### config.mk
export PLATFORM = sky130hd
export DESIGN_NAME = instr_fetch
export DESIGN_NICKNAME = d
export VERILOG_FILES = /design/src/rtl/instr_fetch.sv
export SDC_FILE = /design/constraint.sdc
export NUM_CORES = 1
export LEC_CHECK = 0
export ABC_AREA = 1
export CORE_MARGIN = 3
export CORE_UTILIZATION = 51
export CTS_CLUSTER_SIZE = 25
export DETAILED_ROUTE_END_ITERATION = 12
export GPL_TIMING_DRIVEN = 0
export PLACE_DENSITY = 0.81
export SLEW_MARGIN = 5
export SYNTH_ARGS = -nofsm -noshare
export SYNTH_HDL_FRONTEND = slang
export SYNTH_HIERARCHICAL = 1
export SYNTH_SLANG_ARGS = --single-unit
### constraint.sdc
create_clock -name clk -period 2.7 [get_ports clk]
set_clock_uncertainty 0.15 [all_clocks]
set_input_delay 0.54 -clock clk [delete_from_list [all_inputs] [get_ports clk]]
set_output_delay 0.54 -clock clk [all_outputs]
set_load 0.01 [all_outputs]
### src/rtl/instr_fetch.sv
// Instruction fetch stage: drives ROM port A with a byte PC, captures the word
// returned one cycle later and hands {pc, instr} downstream through a 2-entry skid FIFO.

module instr_fetch_checker (
    input logic       clk,
    input logic       rst_n,
    input logic       redirect_valid,
    input logic       inflight,
    input logic       deq,
    input logic [1:0] count
);

    // A capture into a full FIFO with no dequeue and no flush would drop an instruction.
    a_no_overflow: assert property (@(posedge clk) disable iff (!rst_n)
        !(inflight && !deq && !redirect_valid && (count == 2'd2)));

    a_count_range: assert property (@(posedge clk) disable iff (!rst_n)
        count != 2'd3);

endmodule

module instr_fetch #(
    parameter int ADDR_W   = 8,
    parameter int DATA_W   = 32,
    parameter int RESET_PC = 0,
    parameter int PC_STEP  = 4
) (
    input  logic              clk,
    input  logic              rst_n,
    output logic [ADDR_W-1:0] rom_addr,
    input  logic [DATA_W-1:0] rom_q,
    input  logic              redirect_valid,
    input  logic [ADDR_W-1:0] redirect_pc,
    output logic              out_valid,
    input  logic              out_ready,
    output logic [DATA_W-1:0] out_instr,
    output logic [ADDR_W-1:0] out_pc
);

    localparam logic [ADDR_W-1:0] RESET_PC_C = ADDR_W'(RESET_PC);
    localparam logic [ADDR_W-1:0] PC_STEP_C  = ADDR_W'(PC_STEP);

    logic [ADDR_W-1:0] pc_r, pc_n_s;
    logic              inflight_r, inflight_n_s;
    logic [ADDR_W-1:0] inflight_pc_r, inflight_pc_n_s;
    logic [1:0]        count_r, count_n_s;
    // e0 is the head entry, e1 the entry behind it; e0 doubles as the output register.
    logic [ADDR_W-1:0] e0_pc_r, e0_pc_n_s, e1_pc_r, e1_pc_n_s;
    logic [DATA_W-1:0] e0_instr_r, e0_instr_n_s, e1_instr_r, e1_instr_n_s;

    logic              deq_s;
    logic              issue_s;
    logic [2:0]        level_s;

    // Handshake and issue decision.
    always_comb begin
        deq_s   = (count_r != 2'd0) && out_ready;
        level_s = {1'b0, count_r} + {2'b00, inflight_r} - {2'b00, deq_s};
        issue_s = !redirect_valid && (level_s <= 3'd1);
    end

    // Next-state for PC, in-flight tracking and the skid FIFO; redirect overrides everything.
    always_comb begin
        pc_n_s          = pc_r;
        inflight_n_s    = 1'b0;
        inflight_pc_n_s = inflight_pc_r;
        count_n_s       = count_r;
        e0_pc_n_s       = e0_pc_r;
        e0_instr_n_s    = e0_instr_r;
        e1_pc_n_s       = e1_pc_r;
        e1_instr_n_s    = e1_instr_r;

        if (redirect_valid) begin
            pc_n_s    = {redirect_pc[ADDR_W-1:2], 2'b00};
            count_n_s = 2'd0;
        end else begin
            if (issue_s) begin
                pc_n_s          = pc_r + PC_STEP_C;
                inflight_n_s    = 1'b1;
                inflight_pc_n_s = pc_r;
            end else begin
                pc_n_s = pc_r;
            end

            case ({inflight_r, deq_s})
                2'b01: begin
                    if (count_r == 2'd2) begin
                        e0_pc_n_s    = e1_pc_r;
                        e0_instr_n_s = e1_instr_r;
                    end else begin
                        e0_pc_n_s    = e0_pc_r;
                        e0_instr_n_s = e0_instr_r;
                    end
                    count_n_s = count_r - 2'd1;
                end
                2'b10: begin
                    if (count_r == 2'd0) begin
                        e0_pc_n_s    = inflight_pc_r;
                        e0_instr_n_s = rom_q;
                        count_n_s    = 2'd1;
                    end else begin
                        e1_pc_n_s    = inflight_pc_r;
                        e1_instr_n_s = rom_q;
                        count_n_s    = 2'd2;
                    end
                end
                2'b11: begin
                    if (count_r == 2'd2) begin
                        e0_pc_n_s    = e1_pc_r;
                        e0_instr_n_s = e1_instr_r;
                        e1_pc_n_s    = inflight_pc_r;
                        e1_instr_n_s = rom_q;
                    end else begin
                        e0_pc_n_s    = inflight_pc_r;
                        e0_instr_n_s = rom_q;
                    end
                end
                default: begin
                    count_n_s = count_r;
                end
            endcase
        end
    end

    // State registers.
    always_ff @(posedge clk or negedge rst_n) begin
        if (!rst_n) begin
            pc_r          <= RESET_PC_C;
            inflight_r    <= 1'b0;
            inflight_pc_r <= {ADDR_W{1'b0}};
            count_r       <= 2'd0;
            e0_pc_r       <= {ADDR_W{1'b0}};
            e0_instr_r    <= {DATA_W{1'b0}};
            e1_pc_r       <= {ADDR_W{1'b0}};
            e1_instr_r    <= {DATA_W{1'b0}};
        end else begin
            pc_r          <= pc_n_s;
            inflight_r    <= inflight_n_s;
            inflight_pc_r <= inflight_pc_n_s;
            count_r       <= count_n_s;
            e0_pc_r       <= e0_pc_n_s;
            e0_instr_r    <= e0_instr_n_s;
            e1_pc_r       <= e1_pc_n_s;
            e1_instr_r    <= e1_instr_n_s;
        end
    end

    assign rom_addr  = pc_r;
    assign out_valid = (count_r != 2'd0);
    assign out_pc    = e0_pc_r;
    assign out_instr = e0_instr_r;

    instr_fetch_checker u_checker (
        .clk            (clk),
        .rst_n          (rst_n),
        .redirect_valid (redirect_valid),
        .inflight       (inflight_r),
        .deq            (deq_s),
        .count          (count_r)
    );

endmodule

==> flow_summary.yaml <==
outcome:
  status: "complete, no violations"
cells_and_area:
  diodes: 0
  drive_above_1_share: 0.0940
  layout.nets: 726
  multiInputGateArea_um2: 1750
  final.fill_count: 670
  stdcell_area_um2: 5760
  stdcell_count: 786
  area_delta_synth_final_pct: 30.4
  final_util: 0.694
  seqCellArea_um2: 2280
die:
  die_w_um: 99.0
  die-area_um2: 9810
  rows: 33
  ios: 93
  initial_core_util: 0.532
  core_area_um2: 8300
  die_h_um: 99.0
clock_network:
  clk_latency_ns: 0.35
  cts.sinks: 91
  cts_buffers: 9
  clk_pin_slew_ns: 0.09
  cts_max_path_buffers: 2
  cts_tree: "yes"
  cts_max_level: 3
  cts-root-buf: "clkbuf_8"
  postCtsHoldBufs: 0
placement:
  dpl.hpwl_um: 7200
  placed_cells_incl_taps: 764
  io_buffers: 85
  gp_congestion: 0.807
  place_area_um2: 5430
sta:
  setup_tns_ns: 0
  slew_violations: 0
  setup_viol: 0
  hold_ws_ns: 0.00723
  tightest_slew_ns: 0.539
  min_period_ns: 2.56
  slew_headroom: 0.641
  hold_viol: 0
  fin_crit_sh: 0.947
  fmax_mhz: 391
critical_path:
  worstRegToRegCells: 13
  crit_start: "count_r[0]"
  setup.worst_path.class: "flip-flop to flip-flop"
  worst_path_largest_cell_delay_ns: 0.58
  cp_max_fo: 10
  r2r_start: "count_r[0]"
  slowest_stage: "fa_1"
  r2r_end: "rom_addr[6]"
  crit_top_cell: "inv_2"
  endpoint_kind: "flip-flop"
  cp-start-kind: "flip-flop"
  crit_required_ns: 2.84
  cp.arrival_ns: 2.70
  crit_chain: "inv_2 -> ha_4 -> inv_4 -> nand2_4 -> xor2_1 -> ha_2 -> inv_2 -> fa_1 -> nand3_4 -> nor2_4 -> buf_6 -> nand2_1 -> nand3_1"
  r2r_slack_ns: 0.14
detailed_routing:
  drc: 0
  vias: 3916
  wl_um: 10400
  wl_per_cell_um: 13.3
  first_pass_iters: 6
  viasPerCell: 4.98
  ant_nets: 0
  drtIter0Drc: 172
logic_synthesis:
  synth_cell_types: 26
  synth_edf_count: 0
  yosysWarnings: 6
  syn_inst: 570
  synth_xor_area_frac: 0.00794
  synth-seq-cells: 91
  synthArstFlopShare: 1.00
  synth-adder-area-share: 0.0159
  synth-compound-area-share: 0.0573
  synth_top_family_by_area: "simple AND/OR/NAND/NOR gates"
  syn_area_per_cell_um2: 7.74
  synth-main-ff-cell: "dfrtp_1"
  muxShareOfSynthArea: 0
  yosysSeqAreaShare: 0.516
  synth_area_um2: 4410
  yosys.area_share.simple: 0.306
global_route:
  gr-usage-all-layers: 0.222
  grt_pass1_wl_um: 17800
  grt_overflow: 0
  grt_pass1_vias: 3775
  grt_max_degree: 52
  antenna_found_initial: 0
power_and_ir_drop:
  powerDensity_nw_per_um2: 1070
  p_leak_nw: 3.05
  ir_worst_vdd_v: 0.000583
run:
  cap_violations: 0
min_path:
  min_path_type: "input port to asynchronous set/reset pin"
[Yosys cell counts, types with 3 or more instances]
cell | n | share of area
o21ai_1 | 38 | 0.043
o21ai_0 | 8 | 0.0091
nand2_1 | 272 | 0.23
dfrtp_1 | 91 | 0.52
ha_1 | 4 | 0.011
nor2_1 | 6 | 0.0051
buf_2 | 9 | 0.010
clkbuf_1 | 4 | 0.0034
inv_2 | 3 | 0.0026
buf_4 | 12 | 0.020
inv_1 | 46 | 0.039
nand3_1 | 52 | 0.059
buf_6 | 7 | 0.018
[layout make-up]
class	instances	share of cell area
buffer	34	0.0417
clock buffer	10	0.0222
clock inverter	5	0.0178
inverter	50	0.0330
multi-input combinational	398	0.304
sequential	91	0.396
tap	105	0.0228
timing repair buffer	93	0.162
[what timing repair did]
| item | 4_1_cts | 5_1_grt |
|---|---|---|
| setup endpoints to repair | 9 | 13 |
| buffers inserted | 2 | 5 |
| hold endpoints to repair | 0 | 0 |
| gates resized for setup | 0 | 12 |
| pin swaps | 1 | 6 |
[stage by stage]
step | setup WS (ns) | power [W]
after floorplan | 0.217 | 0.00384
after global placement | -2.30 | 0.00483
after detailed placement | -0.338 | 0.00493
after CTS | 0.0244 | 0.00605
after global routing | -0.0148 | 0.00666
final | 0.142 | 0.00618
[state kept, by name (all words and copies together) (netlist names)]
name,flops
rom_addr,6
inflight_pc_r,6
out_pc,6
out_instr,32
e1_instr_r,32
inflight_r,1
e1_pc_r,6
count_r,2
[placed cells by master, fill, tap and decap left out, types with 4 or more instances in the layout]
master	Yosys	routed
clkdlybuf4s50_1	0	83
conb_1	1	4
inv_1	46	43
o21ai_0	8	8
buf_2	9	9
nor2_1	6	6
dfrtp_1	91	91
buf_6	7	9
inv_2	3	5
o21ai_1	38	38
nand2_1	272	272
clkbuf_1	4	5
buf_4	12	18
nand3_1	52	52
clkbuf_8	0	9
[worst max-delay path: cells and delay by family, from the launching register on]
kind / cells / cell delay, ns
xor gates and xnor gates: 1 / 0.18
adders and majority gates: 3 / 0.95
buffers and inverters: 4 / 0.36
DFF: 1 / 0.41
and+or+nand+nor: 5 / 0.44
[power breakdown]
part | internal [W] | switching (W) | leakage [nW]
Clock | 0.000609 | 0.000467 | 0.112
Sequential | 0.00196 | 0.000387 | 1.17
Combinational | 0.00135 | 0.00141 | 1.77
Total | 0.00392 | 0.00227 | 3.05
[metal layers]
layer	vias up	GRT usage	wire length, µm
li1	1963	-	-
met1	1841	0.303	4760
met2	100	0.369	5070
met3	12	0.0382	472
met4	0	0.0567	121
met5	-	0	0
[worst max-delay path by stage]
| stage | slack, ns | end | cells past startpoint |
|---|---|---|---|
| 2_1_floorplan | 0.22 | inflight_pc_r[6] | 12 |
| 3_3_place_gp | -2.30 | e1_instr_r[24] | 1 |
| 3_5_place_dp | -0.34 | rom_addr[6] | 11 |
| 4_1_cts | 0.02 | rom_addr[6] | 13 |
| 5_1_grt | -0.01 | inflight_pc_r[4] | 13 |
| 6_report | 0.14 | rom_addr[6] | 13 |
[logic make-up after synthesis]
family	count (synthesis)
flops	91
compound gates	49
simple gates	336
buf+inv	84
other cells	1
xor+xnor	4
fa+ha+maj	5
Power figures use the tool's default switching activity.
